[config.mk]
export PLATFORM = sky130hd
export DESIGN_NAME = mem_access_flat
export DESIGN_NICKNAME = d
export VERILOG_FILES = /design/src/rtl/mem_access_if.sv /design/src/rtl/mem_access.sv /design/src/flat_wrapper.sv
export SDC_FILE = /design/constraint.sdc
export NUM_CORES = 1
export LEC_CHECK = 0
export CAP_MARGIN = 20
export CELL_PAD_IN_SITES_DETAIL_PLACEMENT = 0
export CELL_PAD_IN_SITES_GLOBAL_PLACEMENT = 1
export CORE_MARGIN = 10
export CORE_UTILIZATION = 34
export CTS_BUF_LIST = sky130_fd_sc_hd__clkbuf_8
export DETAILED_ROUTE_END_ITERATION = 10
export GPL_TIMING_DRIVEN = 0
export MAX_ROUTING_LAYER = met4
export PLACE_DENSITY_LB_ADDON = 0.15
export SETUP_SLACK_MARGIN = 0.05
export SYNTH_ARGS = -nofsm -noshare
export SYNTH_HDL_FRONTEND = slang
export SYNTH_SLANG_ARGS = --single-unit
[constraint.sdc]
create_clock -name clk -period 5.3 [get_ports clk]
set_input_delay 1.325 -clock clk [delete_from_list [all_inputs] [get_ports clk]]
set_output_delay 1.325 -clock clk [all_outputs]
set_load 0.01 [all_outputs]
[src/rtl/mem_access_if.sv]
// Data-bus interface between the MEM stage (master) and the data memory (slave).
interface mem_access_if #(
    parameter int unsigned ADDR_W = 32
);
    logic              req;
    logic              we;
    logic [ADDR_W-1:0] addr;
    logic [3:0]        sel;
    logic [31:0]       wdata;
    logic [31:0]       rdata;
    logic              ack;

    modport master (
        output req, we, addr, sel, wdata,
        input  rdata, ack
    );

    modport slave (
        input  req, we, addr, sel, wdata,
        output rdata, ack
    );
endinterface

[src/rtl/mem_access.sv]
// MEM pipeline stage: pass-through for ALU ops, one req/ack bus transaction
// per aligned load/store, big-endian lane selection and load extension.
module mem_access #(
    parameter int unsigned ADDR_W = 32
) (
    input  logic              clk,
    input  logic              rst,
    input  logic [5:0]        stall,
    input  logic              flush,
    input  logic [4:0]        ex_wd,
    input  logic              ex_wreg,
    input  logic [31:0]       ex_wdata,
    input  logic [3:0]        ex_mem_op,
    input  logic [ADDR_W-1:0] ex_mem_addr,
    input  logic [31:0]       ex_reg2,
    output logic [4:0]        mem_wd,
    output logic              mem_wreg,
    output logic [31:0]       mem_wdata,
    output logic              stallreq,
    output logic              misalign,
    mem_access_if.master      dbus
);

    localparam logic [3:0] OP_LB  = 4'd1;
    localparam logic [3:0] OP_LBU = 4'd2;
    localparam logic [3:0] OP_LH  = 4'd3;
    localparam logic [3:0] OP_LHU = 4'd4;
    localparam logic [3:0] OP_LW  = 4'd5;
    localparam logic [3:0] OP_SB  = 4'd9;
    localparam logic [3:0] OP_SH  = 4'd10;
    localparam logic [3:0] OP_SW  = 4'd11;

    localparam logic [1:0] IDLE  = 2'd0;
    localparam logic [1:0] BUSY  = 2'd1;
    localparam logic [1:0] DONE  = 2'd2;
    localparam logic [1:0] ABORT = 2'd3;

    logic [1:0]        state_q, state_d;
    logic              req_q, req_d;
    logic              we_q, we_d;
    logic [ADDR_W-1:0] addr_q, addr_d;
    logic [3:0]        sel_q, sel_d;
    logic [31:0]       wdata_q, wdata_d;
    logic [31:0]       rdata_q, rdata_d;

    logic              is_load, is_store, is_signed;
    logic              sz_byte, sz_half, sz_word;
    logic [1:0]        lsb;
    logic              mis_c, go_c, stall_c;
    logic [3:0]        sel_c;
    logic [31:0]       wdata_c, ld_c;
    logic [7:0]        byte_v;
    logic [15:0]       half_v;

    // Only stall[4] matters to this stage.
    logic unused_stall;
    assign unused_stall = ^{stall[5], stall[3:0]};

    assign dbus.req   = req_q;
    assign dbus.we    = we_q;
    assign dbus.addr  = addr_q;
    assign dbus.sel   = sel_q;
    assign dbus.wdata = wdata_q;

    // Decode op, alignment, byte enables, store replication and load extraction.
    always_comb begin
        is_load   = 1'b0;
        is_store  = 1'b0;
        is_signed = 1'b0;
        sz_byte   = 1'b0;
        sz_half   = 1'b0;
        sz_word   = 1'b0;
        case (ex_mem_op)
            OP_LB:  begin is_load  = 1'b1; sz_byte = 1'b1; is_signed = 1'b1; end
            OP_LBU: begin is_load  = 1'b1; sz_byte = 1'b1; end
            OP_LH:  begin is_load  = 1'b1; sz_half = 1'b1; is_signed = 1'b1; end
            OP_LHU: begin is_load  = 1'b1; sz_half = 1'b1; end
            OP_LW:  begin is_load  = 1'b1; sz_word = 1'b1; end
            OP_SB:  begin is_store = 1'b1; sz_byte = 1'b1; end
            OP_SH:  begin is_store = 1'b1; sz_half = 1'b1; end
            OP_SW:  begin is_store = 1'b1; sz_word = 1'b1; end
            default: ;
        endcase

        lsb   = ex_mem_addr[1:0];
        mis_c = (sz_half & lsb[0]) | (sz_word & (|lsb));
        go_c  = (is_load | is_store) & ~mis_c;

        if (sz_byte) begin
            sel_c   = 4'b1000 >> lsb;
            wdata_c = {4{ex_reg2[7:0]}};
        end else if (sz_half) begin
            sel_c   = lsb[1] ? 4'b0011 : 4'b1100;
            wdata_c = {2{ex_reg2[15:0]}};
        end else begin
            sel_c   = 4'b1111;
            wdata_c = ex_reg2;
        end

        case (lsb)
            2'd0:    byte_v = rdata_q[31:24];
            2'd1:    byte_v = rdata_q[23:16];
            2'd2:    byte_v = rdata_q[15:8];
            default: byte_v = rdata_q[7:0];
        endcase
        half_v = lsb[1] ? rdata_q[15:0] : rdata_q[31:16];

        if (sz_byte)
            ld_c = {{24{is_signed & byte_v[7]}}, byte_v};
        else if (sz_half)
            ld_c = {{16{is_signed & half_v[15]}}, half_v};
        else
            ld_c = rdata_q;
    end

    // Next-state, bus register updates and combinational stage outputs.
    always_comb begin
        state_d = state_q;
        req_d   = req_q;
        we_d    = we_q;
        addr_d  = addr_q;
        sel_d   = sel_q;
        wdata_d = wdata_q;
        rdata_d = rdata_q;
        stall_c = 1'b0;

        case (state_q)
            IDLE: begin
                if (go_c && !flush) begin
                    state_d = BUSY;
                    req_d   = 1'b1;
                    we_d    = is_store;
                    addr_d  = {ex_mem_addr[ADDR_W-1:2], 2'b00};
                    sel_d   = sel_c;
                    wdata_d = wdata_c;
                    stall_c = 1'b1;
                end
            end
            BUSY: begin
                stall_c = !flush;
                if (dbus.ack) begin
                    req_d = 1'b0;
                    // A flush landing on the ack cycle just drops the result.
                    if (flush) begin
                        state_d = IDLE;
                    end else begin
                        state_d = DONE;
                        if (!we_q)
                            rdata_d = dbus.rdata;
                    end
                end else if (flush) begin
                    state_d = ABORT;
                end
            end
            DONE: begin
                if (flush || !stall[4])
                    state_d = IDLE;
            end
            ABORT: begin
                stall_c = go_c && !flush;
                if (dbus.ack) begin
                    req_d   = 1'b0;
                    state_d = IDLE;
                end
            end
            default: state_d = IDLE;
        endcase

        mem_wd    = ex_wd;
        mem_wreg  = ex_wreg;
        mem_wdata = ex_wdata;
        if (state_q == DONE) begin
            if (is_load)
                mem_wdata = ld_c;
        end else if (is_load || is_store) begin
            mem_wreg  = 1'b0;
            mem_wdata = 32'd0;
        end
        if (flush)
            mem_wreg = 1'b0;
        misalign = mis_c;
        stallreq = stall_c;

        if (!rst) begin
            mem_wd    = 5'd0;
            mem_wreg  = 1'b0;
            mem_wdata = 32'd0;
            misalign  = 1'b0;
            stallreq  = 1'b0;
        end
    end

    // State and bus registers.
    always_ff @(posedge clk or negedge rst) begin
        if (!rst) begin
            state_q <= IDLE;
            req_q   <= 1'b0;
            we_q    <= 1'b0;
            addr_q  <= '0;
            sel_q   <= 4'd0;
            wdata_q <= 32'd0;
            rdata_q <= 32'd0;
        end else begin
            state_q <= state_d;
            req_q   <= req_d;
            we_q    <= we_d;
            addr_q  <= addr_d;
            sel_q   <= sel_d;
            wdata_q <= wdata_d;
            rdata_q <= rdata_d;
        end
    end

endmodule
[src/flat_wrapper.sv]
// flat-port wrapper written by rule: the top's interface ports become plain ports
module mem_access_flat 
#(
    parameter int unsigned ADDR_W = 32
)
  (clk, rst, stall, flush, ex_wd, ex_wreg, ex_wdata, ex_mem_op, ex_mem_addr, ex_reg2, mem_wd, mem_wreg, mem_wdata, stallreq, misalign, dbus_req, dbus_we, dbus_addr, dbus_sel, dbus_wdata, dbus_rdata, dbus_ack);
  mem_access_if #(.ADDR_W(ADDR_W)) dbus_i ();
  input  logic clk;
  input  logic rst;
  input  logic [5:0] stall;
  input  logic flush;
  input  logic [4:0] ex_wd;
  input  logic ex_wreg;
  input  logic [31:0] ex_wdata;
  input  logic [3:0] ex_mem_op;
  input  logic [ADDR_W-1:0] ex_mem_addr;
  input  logic [31:0] ex_reg2;
  output logic [4:0] mem_wd;
  output logic mem_wreg;
  output logic [31:0] mem_wdata;
  output logic stallreq;
  output logic misalign;
  output wire logic [$bits(dbus_i.req)-1:0] dbus_req;
  output wire logic [$bits(dbus_i.we)-1:0] dbus_we;
  output wire logic [$bits(dbus_i.addr)-1:0] dbus_addr;
  output wire logic [$bits(dbus_i.sel)-1:0] dbus_sel;
  output wire logic [$bits(dbus_i.wdata)-1:0] dbus_wdata;
  input wire logic [$bits(dbus_i.rdata)-1:0] dbus_rdata;
  input wire logic [$bits(dbus_i.ack)-1:0] dbus_ack;
  assign dbus_req = dbus_i.req;
  assign dbus_we = dbus_i.we;
  assign dbus_addr = dbus_i.addr;
  assign dbus_sel = dbus_i.sel;
  assign dbus_wdata = dbus_i.wdata;
  assign dbus_i.rdata = dbus_rdata;
  assign dbus_i.ack = dbus_ack;
  mem_access #(.ADDR_W(ADDR_W)) u_core (.clk(clk), .rst(rst), .stall(stall), .flush(flush), .ex_wd(ex_wd), .ex_wreg(ex_wreg), .ex_wdata(ex_wdata), .ex_mem_op(ex_mem_op), .ex_mem_addr(ex_mem_addr), .ex_reg2(ex_reg2), .mem_wd(mem_wd), .mem_wreg(mem_wreg), .mem_wdata(mem_wdata), .stallreq(stallreq), .misalign(misalign), .dbus(dbus_i));
endmodule
==> results.py, run 1 <==
metrics = {
    "run_status": {
        "outcome": "finished, final reports clean",
    },
    "detailed_routing": {
        "wl_met1_um": 9590,
        "drtIter0Drc": 193,
        "top_layer": "met4",
        "num_vias": 5553,
        "dr.pass1.iters": 4,
        "vias_per_cell": 5.05,
        "routed_wl_um": 22000,
        "wl_met2_um": 10700,
        "wl_per_cell_um": 20.0,
        "drc_errors": 0,
        "antenna_left": 0,
        "met3_wirelength_um": 1240,
    },
    "clock_tree": {
        "cts-root-buf": "clkbuf_8",
        "cts_tree": "done",
        "cts_buffer_depth": 2,
        "cts_sinks": 102,
        "cts-hold-fix-buffers": 0,
        "cts_buffers": 9,
        "htreeDepth": 3,
        "clkLatencyLatePin_ps": 390,
        "path_clk_slew_ps": 100,
    },
    "synthesis": {
        "synth_edf_count": 0,
        "synth_common_cells": "159 x nand2_1, 102 x dfrtp_1, 39 x mux2_2, 39 x nor2_1, 27 x mux2i_1",
        "netlist.area_leader.share_pct": 44.6,
        "netlist_instances": 600,
        "netlist_top_cells_area": "dfrtp_1 45%, nand2_1 10%, mux2_2 7.7%",
        "ys.flop_type": "dfrtp_1",
        "syn_area_um2": 5730,
        "synth_top_cell_by_area": "dfrtp_1",
        "synth.most_common_cell": "nand2_1",
        "ys_ff_latch": 102,
        "synth.avg_cell_area_um2": 9.54,
        "synthArstFlopShare_pct": 100,
        "ys_seq_area_share_pct": 44.6,
        "yosysUniqueCellTypes": 55,
        "synth_warnings": 0,
    },
    "sta": {
        "hold_viol": 0,
        "skew_ps": 10.8,
        "worst_slew_pin_slew_ps": 662,
        "period_share_pct": 98.0,
        "fin_ws_ps": 107,
        "maxSlewHeadroom_pct": 55.9,
        "drv_slew": 0,
        "holdWs_ps": 484,
        "max_freq_ghz": 0.193,
        "rsz0062_at_grt": "true",
        "setup_viol": 0,
        "period_minus_slack_ps": 5190,
    },
    "critical_path": {
        "worst-path-stages": 8,
        "cp.arrival_ps": 3870,
        "crit_path_top_delay_cell": "clkdlybuf4s50_1",
        "crit_chain": "clkdlybuf4s50_1 > buf_4 > or3b_4 > a21o_1 > o21ai_4 > o221ai_1 > o2bb2ai_1 > clkdlybuf4s50_1",
        "startpoint_type": "input port",
        "end_kind": "output pin",
        "cp_num_buf_inv": 3,
        "crit_path_end": "mem_wdata[3]",
        "crit_top_cell": "clkdlybuf4s50_1",
        "reg2reg_slack_ps": 2920,
        "rr_startpoint": "u_core.state_q[1]",
        "required_ps": 3970,
        "slowest_delay_ps": 560,
        "r2r_end": "u_core.rdata_q[13]",
        "cp_top_family": "buffers and inverters",
        "reg2regPathDepth": 6,
        "cp_max_fo": 10,
        "worstSetupPathType": "input port to output pin",
        "crit_start": "ex_mem_op[3]",
    },
    "floorplanning": {
        "die-width_um": 150,
        "die_h_um": 150,
        "die_area_um2": 22400,
        "row_count": 47,
        "design.core.area_um2": 16500,
        "initial_core_util_pct": 34.7,
        "ios": 258,
    },
    "global_routing": {
        "grt_max_degree": 68,
        "grt_pass1_vias": 5976,
        "grt_pass1_wl_um": 34000,
        "grt-ovfl-total": 0,
        "antenna_found_initial": 0,
        "track_usage_pct": 19.9,
    },
    "placed_design": {
        "place_congestion": 0.849,
        "post-place-ws_ps": -286,
        "dp_hpwl_um": 17100,
        "portBuffers": 250,
    },
    "layout": {
        "nets": 1027,
        "multiInputGateArea_um2": 2980,
        "final_layout_size_suffix_gt1_share_pct": 13.7,
        "antennaDiodeCount": 0,
        "regArea_um2": 2550,
        "nFillCells": 1555,
        "syn_to_final_growth_pct": 55.7,
    },
    "power": {
        "p_leak_nw": 4.03,
        "vdd_drop_max_v": 0.000215,
        "p_per_area_nw_per_um2": 417,
        "power.net_switching_w": 0.00136,
        "combPwrFrac_pct": 47.4,
        "p_clk_share_pct": 13.3,
        "seq_power_share_pct": 39.3,
        "switching_share_pct": 36.7,
        "p_int_w": 0.00235,
    },
    "worst_hold_path": {
        "min_path_type": "flip-flop to flip-flop",
    },
    "flow_run": {
        "max-cap-violations": 0,
    },
}
==> placed cells by master, fill, tap and decap left out, drive strengths merged, types with 2 or more instances in the layout <==
cell type,Yosys,routed
clkbuf,13,24
ha,5,5
o221ai,7,7
mux2,39,39
mux2i,27,27
nand2,159,159
o21ai,23,23
nand2b,9,9
o31ai,3,3
dfrtp,102,102
dlymetal6s2s,0,8
dlygate4sd2,0,6
nor4bb,2,2
o2bb2ai,25,25
a211oi,17,17
inv,8,11
and3b,2,2
nor3b,2,2
and2,6,6
a221oi,9,9
conb,1,2
clkinvlp,0,3
a2bb2oi,7,7
o21a,2,2
nand4,3,3
a21oi,4,4
clkdlybuf4s50,0,235
a22oi,7,7
nor2b,9,9
nand3,3,3
buf,28,40
a31oi,9,9
nor2,39,39
a21o,13,13
==> metrics by stage <==
step                      power, W  area (um2)  cells  TNS (ps)  util, %
after floorplan            0.00224        5730    601         0        -
after global placement     0.00320        8510   1071   -287180     51.5
after detailed placement   0.00325        8530   1072     -5880     51.6
after CTS                  0.00375        8810   1095         0     53.3
after global routing       0.00399        8910   1099         0     53.9
final                      0.00372        8910   1099         0     53.9
==> sequential cells by signal, indices dropped and copies added (netlist names) <==
register / cells
u_core.state_q: 2
u_core.dbus.req: 1
u_core.rdata_q: 32
u_core.dbus.wdata: 32
u_core.dbus.sel: 4
u_core.dbus.we: 1
u_core.dbus.addr: 30
==> timing repair <==
| item | CTS | global route |
|---|---|---|
| gates resized for setup | 20 | 25 |
| buffers inserted | 7 | 5 |
| pin swaps | 6 | 1 |
| endpoints found under the setup margin | 32 | 27 |
==> power groups by stage <==
stage | clock network [W] | logic (W) | registers, W
2_1_floorplan | 0 | 0.000719 | 0.00152
3_3_place_gp | 0 | 0.00173 | 0.00146
3_5_place_dp | 0 | 0.00177 | 0.00148
4_1_cts | 0.000515 | 0.00178 | 0.00146
5_1_grt | 0.000544 | 0.00193 | 0.00151
6_report | 0.000496 | 0.00176 | 0.00146
==> routing by layer <==
metal | track usage, % | vias to the layer above
li1 | - | 2666
met1 | 25.0 | 2676
met2 | 32.3 | 184
met3 | 3.41 | 27
met4 | 6.12 | 0
met5 | - | -
==> worst reg2reg max path: cells and delay by family (launching register included) <==
kind	cells	cell delay, ps
buffers and inverters	3	670
AND/OR/NAND/NOR	1	570
flip-flops	1	420
multiplexers	1	390
adder cells (fa/ha/maj)	1	220
==> worst min-delay path by stage <==
stage / from / to / slack, ps / depth (start not counted)
floorplan: u_core.rdata_q[0] / u_core.rdata_q[0] / 480 / 1
global placement: u_core.dbus.addr[15] / u_core.dbus.addr[15] / 460 / 2
detailed placement: u_core.dbus.addr[5] / u_core.dbus.addr[5] / 460 / 2
CTS: u_core.dbus.addr[5] / u_core.dbus.addr[5] / 490 / 2
global route: u_core.dbus.wdata[24] / u_core.dbus.wdata[24] / 510 / 1
finish: u_core.dbus.wdata[24] / u_core.dbus.wdata[24] / 480 / 1
==> cells by family after synthesis <==
| kind of cell | after synthesis | share of synthesized area (%) |
|---|---|---|
| flip-flops | 102 | 44.6 |
| adder cells (fa/ha/maj) | 5 | 1.09 |
| buffers and inverters | 50 | 4.26 |
| AND/OR/NAND/NOR | 241 | 19.2 |
| AO/OA/AOI/OAI | 134 | 18.1 |
| multiplexers | 67 | 12.8 |
| other | 1 | 0.0655 |
==> final cells by class <==
type,count,share of cell area [%]
inverter,9,0.393
clock buffer,10,1.54
clock inverter,6,0.575
tap,220,3.09
multi-input combinational,449,33.4
buffer,40,2.78
timing repair buffer,263,29.5
sequential,102,28.6
Note: power is estimated with default switching activity, not from simulation.
==> run 2, diff against run 1 <==
--- a/config.mk
+++ b/config.mk
@@ -14,8 +14,8 @@
 export DETAILED_ROUTE_END_ITERATION = 10
 export GPL_TIMING_DRIVEN = 0
 export MAX_ROUTING_LAYER = met4
-export PLACE_DENSITY_LB_ADDON = 0.15
-export SETUP_SLACK_MARGIN = 0.05
+export PLACE_DENSITY = 0.86
+export SETUP_SLACK_MARGIN = 0.2
 export SYNTH_ARGS = -nofsm -noshare
 export SYNTH_HDL_FRONTEND = slang
 export SYNTH_SLANG_ARGS = --single-unit
==> run 2 against run 1 <==
  * Maximum frequency is 0.51% higher
  * Global-route usage increased by 0.38 points
  * Non-clock buffer count rose by 8
  * Utilization rose by 0.41 points
  * Register-to-register slack lost 50 ps
  * Worst hold slack worse by 3.0 ps
  * Routed wire length is 3.2% higher
  * Critical endpoint is now mem_wdata[14]
  * Largest power group unchanged
  * Combinational power barely moved
==> results.py, run 2 (synthesized netlist as in run 1, its figures left out) <==
metrics = {
    "sta": {
        "drv_slew": 0,
        "period_share_pct": 97.5,
        "worst_slew_pin_slew_ps": 652,
        "skew_ps": 17.1,
        "period_minus_slack_ps": 5170,
        "tns_ps": 0,
        "setup_viol": 0,
        "maxSlewHeadroom_pct": 56.5,
        "rsz0062_at_grt": "true",
        "max_freq_ghz": 0.194,
        "hold_viol": 0,
        "holdWs_ps": 481,
    },
    "critical_path": {
        "cp_max_fo": 10,
        "cp.arrival_ps": 3840,
        "end_kind": "output pin",
        "cp_top_family": "buffers and inverters",
        "crit_chain": "clkdlybuf4s50_1 > buf_2 > clkinv_2 > o31ai_4 > buf_4 > buf_4 > a22oi_1 > a221oi_1 > clkdlybuf4s50_1",
        "cp_num_buf_inv": 6,
        "crit_path_top_delay_cell": "clkdlybuf4s50_1",
        "worstSetupPathType": "input port to output pin",
        "required_ps": 3970,
        "startpoint_type": "input port",
        "slowest_delay_ps": 620,
    },
    "power": {
        "p_int_w": 0.00235,
        "p_per_area_nw_per_um2": 416,
        "vdd_drop_max_v": 0.000241,
        "p_clk_share_pct": 13.2,
        "switching_share_pct": 37.0,
        "p_leak_nw": 4.08,
        "combPwrFrac_pct": 47.5,
        "seq_power_share_pct": 39.3,
        "power.net_switching_w": 0.00138,
    },
    "layout": {
        "final_util_pct": 54.4,
        "syn_to_final_growth_pct": 56.8,
        "final_cell_mix": "229 x clkdlybuf4s50_1, 159 x nand2_1, 102 x dfrtp_1",
        "final_layout_size_suffix_gt1_share_pct": 14.9,
        "stdcell_count": 1110,
        "final_common_cell": "clkdlybuf4s50_1",
        "nets": 1035,
        "nFillCells": 1564,
    },
    "detailed_routing": {
        "antenna_left": 0,
        "vias_per_cell": 5.05,
        "dr.pass1.iters": 5,
        "wl_per_cell_um": 20.4,
        "routed_wl_um": 22700,
        "drtIter0Drc": 337,
        "drc_errors": 0,
        "num_vias": 5608,
    },
    "global_routing": {
        "antenna_found_initial": 3,
        "grt-ovfl-total": 0,
        "grt_max_degree": 59,
        "track_usage_pct": 20.3,
        "grt_pass1_wl_um": 34300,
        "grt_pass1_vias": 5734,
    },
    "clock_tree": {
        "cts_buffers": 9,
        "htreeDepth": 3,
        "path_clk_slew_ps": 110,
        "cts_tree": "done",
        "clkLatencyLatePin_ps": 400,
        "cts_buffer_depth": 2,
        "cts-root-buf": "clkbuf_8",
        "cts_sinks": 102,
        "cts-hold-fix-buffers": 0,
    },
    "floorplanning": {
        "die-width_um": 150,
        "die_h_um": 150,
        "die_area_um2": 22400,
        "initial_core_util_pct": 34.7,
        "design.core.area_um2": 16500,
        "row_count": 47,
        "ios": 258,
    },
    "worst_hold_path": {
        "min_path_type": "flip-flop to flip-flop",
    },
    "placed_design": {
        "dp_hpwl_um": 17500,
        "dp_cells": 1072,
        "place_congestion": 0.855,
        "portBuffers": 250,
    },
    "flow_run": {
        "max-cap-violations": 0,
    },
    "run_status": {
        "outcome": "finished, final reports clean",
    },
}
[run 2: cell count changes in the layout (fill, tap and decap cells not counted), moves of 2 or more]
cell,change
buf_2,-2
clkbuf_2,+3
buf_4,+8
buf_6,+2
diode_2,+3
dlygate4sd2_1,+4
clkdlybuf4s50_1,-6
[run 2: metrics by stage]
stage | setup WS [ps] | total power [W] | area (um2)
2_1_floorplan | 1100 | 0.00224 | 5730
3_3_place_gp | -4390 | 0.00322 | 8510
3_5_place_dp | -209 | 0.00326 | 8540
4_1_cts | 141 | 0.00378 | 8910
5_1_grt | 45.2 | 0.00399 | 8980
6_report | 133 | 0.00373 | 8980
[run 2: final timing paths]
check                                           from              endpoint  slack, ps  cells after the start
worst max-delay path                  ex_mem_addr[1]         mem_wdata[14]        130                      9
max in group asynchronous                        rst    u_core.rdata_q[21]       3770                      2
worst min-delay path            u_core.dbus.wdata[7]  u_core.dbus.wdata[7]        480                      2
min in group asynchronous                        rst   u_core.dbus.addr[2]        860                      1
worst max register to register     u_core.state_q[1]     u_core.rdata_q[7]       2870                      6
worst min register to register  u_core.dbus.wdata[7]  u_core.dbus.wdata[7]        480                      2
[run 2: power groups by stage]
| stage | Sequential [W] | Clock, W | Combinational [W] |
|---|---|---|---|
| floorplan | 0.00152 | 0 | 0.000719 |
| global placement | 0.00147 | 0 | 0.00176 |
| detailed placement | 0.00148 | 0 | 0.00178 |
| CTS | 0.00147 | 0.000512 | 0.00180 |
| global route | 0.00152 | 0.000545 | 0.00193 |
| finish | 0.00147 | 0.000492 | 0.00177 |
[run 2: layout make-up]
type	instances	area, um2	share of cell area (%)
Timing Repair Buffer	270	2670	29.7
Clock buffer	10	138	1.53
Clock inverter	6	51.3	0.571
Tap cell	220	275	3.06
Inverter	9	35.0	0.390
Antenna cell	3	7.51	0.0836
Buffer	41	260	2.90
Sequential cell	102	2550	28.4
Multi-Input combinational cell	449	2990	33.3
[run 2: worst reg2reg max path: stages (launching register included)]
cell and delay, ps:
dfrtp_1 430, inv_1 110, ha_1 230, inv_1 100
nor4_2 580, clkbuf_1 470, mux2_2 400
[run 2: routing by layer]
metal	up-vias	track usage [%]	share of wire [%]
met5	-	-	0
met4	0	5.69	2.1
met3	26	4.14	5.3
met2	183	33.3	51
met1	2715	24.9	42
li1	2684	-	-
[run 2: timing repair]
item / 4_1_cts / 5_1_grt
setup buffers: 17 / 2
resized for setup: 35 / 23
gates cloned: 0 / 0
pin swaps: 5 / 3
endpoints found under the setup margin: 32 / 26
==> run 3, diff against run 2 <==
--- a/config.mk
+++ b/config.mk
@@ -12,7 +12,7 @@
 export CORE_UTILIZATION = 34
 export CTS_BUF_LIST = sky130_fd_sc_hd__clkbuf_8
 export DETAILED_ROUTE_END_ITERATION = 10
-export GPL_TIMING_DRIVEN = 0
+export GPL_TIMING_DRIVEN = 1
 export MAX_ROUTING_LAYER = met4
 export PLACE_DENSITY = 0.86
 export SETUP_SLACK_MARGIN = 0.2
==> run 3 against run 2 <==
  * Die area did not move
  * Non-clock buffer count is 27 lower
  * Clock skew is 1.3 ps lower
  * Critical endpoint is now mem_wdata[10]
==> results.py, run 3 (synthesized netlist as in run 1, its figures left out) <==
metrics = {
    "layout": {
        "nets": 1008,
        "final_layout_size_suffix_gt1_share_pct": 12.6,
        "final_common_cell": "clkdlybuf4s50_1",
        "nFillCells": 1536,
        "final_cell_area_um2": 8820,
        "final_cell_mix": "234 x clkdlybuf4s50_1, 159 x nand2_1, 102 x dfrtp_1",
        "syn_to_final_growth_pct": 54.1,
    },
    "critical_path": {
        "reg2reg_slack_ps": 3220,
        "startpoint_type": "input port",
        "crit_top_cell": "clkdlybuf4s50_1",
        "required_ps": 3970,
        "rr_startpoint": "u_core.state_q[1]",
        "cp_top_family": "buffers and inverters",
        "r2r_end": "u_core.rdata_q[30]",
        "worstSetupPathType": "input port to output pin",
        "crit_chain": "clkdlybuf4s50_1 > buf_6 > nor4bb_4 > o31ai_4 > buf_4 > a22oi_1 > a221oi_1 > clkdlybuf4s50_1",
        "cp.arrival_ps": 3720,
        "end_kind": "output pin",
        "cp_num_buf_inv": 4,
        "cp_max_fo": 10,
        "slowest_delay_ps": 620,
        "crit_path_top_delay_cell": "clkdlybuf4s50_1",
        "reg2regPathDepth": 6,
    },
    "floorplanning": {
        "row_count": 47,
        "die_h_um": 150,
        "ios": 258,
        "die_area_um2": 22400,
        "die-width_um": 150,
        "design.core.area_um2": 16500,
        "initial_core_util_pct": 34.7,
    },
    "sta": {
        "tns_ps": 0,
        "hold_viol": 0,
        "rsz0062_at_grt": "false",
        "holdWs_ps": 481,
        "period_share_pct": 95.2,
        "period_minus_slack_ps": 5050,
        "setup_viol": 0,
        "drv_slew": 0,
        "skew_ps": 15.8,
        "worst_slew_pin_slew_ps": 605,
        "maxSlewHeadroom_pct": 59.7,
        "max_freq_ghz": 0.198,
        "fin_ws_ps": 255,
    },
    "detailed_routing": {
        "drc_errors": 0,
        "dr.pass1.iters": 4,
        "routed_wl_um": 21100,
        "drtIter0Drc": 287,
        "wl_per_cell_um": 19.5,
        "antenna_left": 0,
        "num_vias": 5305,
        "vias_per_cell": 4.92,
    },
    "power": {
        "vdd_drop_max_v": 0.000223,
        "power_w": 0.00366,
        "p_leak_nw": 4.04,
        "p_per_area_nw_per_um2": 415,
    },
    "clock_tree": {
        "cts_tree": "done",
        "cts_buffers": 9,
        "cts-root-buf": "clkbuf_8",
        "clkLatencyLatePin_ps": 380,
        "htreeDepth": 3,
        "cts_buffer_depth": 2,
        "cts_sinks": 102,
        "path_clk_slew_ps": 90,
    },
    "placed_design": {
        "post-place-ws_ps": 73.9,
        "portBuffers": 250,
        "place_congestion": 0.884,
        "dp_hpwl_um": 16300,
        "place_area_um2": 8580,
    },
    "global_routing": {
        "grt-ovfl-total": 0,
        "grt_pass1_wl_um": 31700,
        "grt_pass1_vias": 5383,
        "antenna_found_initial": 1,
        "grt_max_degree": 80,
        "track_usage_pct": 18.7,
    },
    "worst_hold_path": {
        "min_path_type": "flip-flop to flip-flop",
        "whs_path_depth": 2,
        "worstHoldStart": "u_core.dbus.addr[25]",
        "whs_endpoint": "u_core.dbus.addr[25]",
    },
    "run_status": {
        "outcome": "finished, final reports clean",
    },
    "flow_run": {
        "max-cap-violations": 0,
    },
}
==> run 3: cell types whose count changed in the layout (fill, tap and decap cells not counted), moves of 2 or more <==
cell	before	now
clkbuf_2	5	0
dlygate4sd2_1	10	2
clkinvlp_4	3	1
buf_2	13	0
inv_6	2	0
clkdlybuf4s50_1	229	234
clkinv_4	0	3
diode_2	3	1
clkbuf_1	9	0
buf_12	0	3
clkbuf_4	2	0
buf_6	6	2
buf_4	27	30
dlymetal6s2s_1	8	13
==> run 3: stage by stage <==
step | utilization [%] | cells
2_1_floorplan | - | 601
3_3_place_gp | 51.9 | 1061
3_5_place_dp | 51.9 | 1061
4_1_cts | 53.0 | 1076
5_1_grt | 53.4 | 1079
6_report | 53.4 | 1079
==> run 3: what timing repair did <==
item,CTS,global route
setup endpoints to repair,10,17
cloned,0,0
setup buffers,1,2
hold buffers,0,0
resized for setup,5,17
pin swaps,1,2
==> run 3: worst reg2reg max path: cells and delay by family, from the launching register on <==
kind | cells | cell delay [ps]
DFF | 1 | 420
adders and majority gates | 1 | 240
muxes | 1 | 420
buffers and inverters | 3 | 640
and+or+nand+nor | 1 | 250
==> run 3: how the worst max path moves through the flow <==
stage	startpoint	to	slack, ps	cells after the start
after floorplan	ex_mem_op[3]	mem_wdata[7]	1100	6
after global placement	ex_mem_op[0]	mem_wdata[8]	70	8
after detailed placement	ex_mem_op[0]	mem_wdata[8]	70	8
after CTS	ex_mem_op[0]	mem_wdata[8]	180	8
after global routing	ex_mem_op[1]	mem_wdata[31]	200	9
final	ex_mem_op[3]	mem_wdata[10]	250	8
==> run 3: final cells by class <==
cell class	instances	area [um2]	area share, %
Tap cell	220	275	3.12
Clock buffer	9	124	1.40
Sequential cell	102	2550	28.9
Timing Repair Buffer	284	2830	32.1
Multi-Input combinational cell	449	2970	33.6
Clock inverter	5	38.8	0.440
Inverter	9	33.8	0.383
Antenna cell	1	2.50	0.0284
==> run 3: per-layer routing <==
metal	wire length (um)	part of all wire, %	vias up	global-route usage (%)
li1	-	-	2611	-
met1	8780	42	2568	22.7
met2	11100	53	110	31.3
met3	864	4.1	16	3.05
met4	282	1.3	0	5.83
met5	0	0	-	-
==> run 3: power breakdown <==
group          switching (W)  internal [W]  leakage, nW
clock               0.000282      0.000168       0.0811
combinational       0.000751      0.000991         2.71
sequential          0.000302       0.00117         1.24
total                0.00133       0.00232         4.04
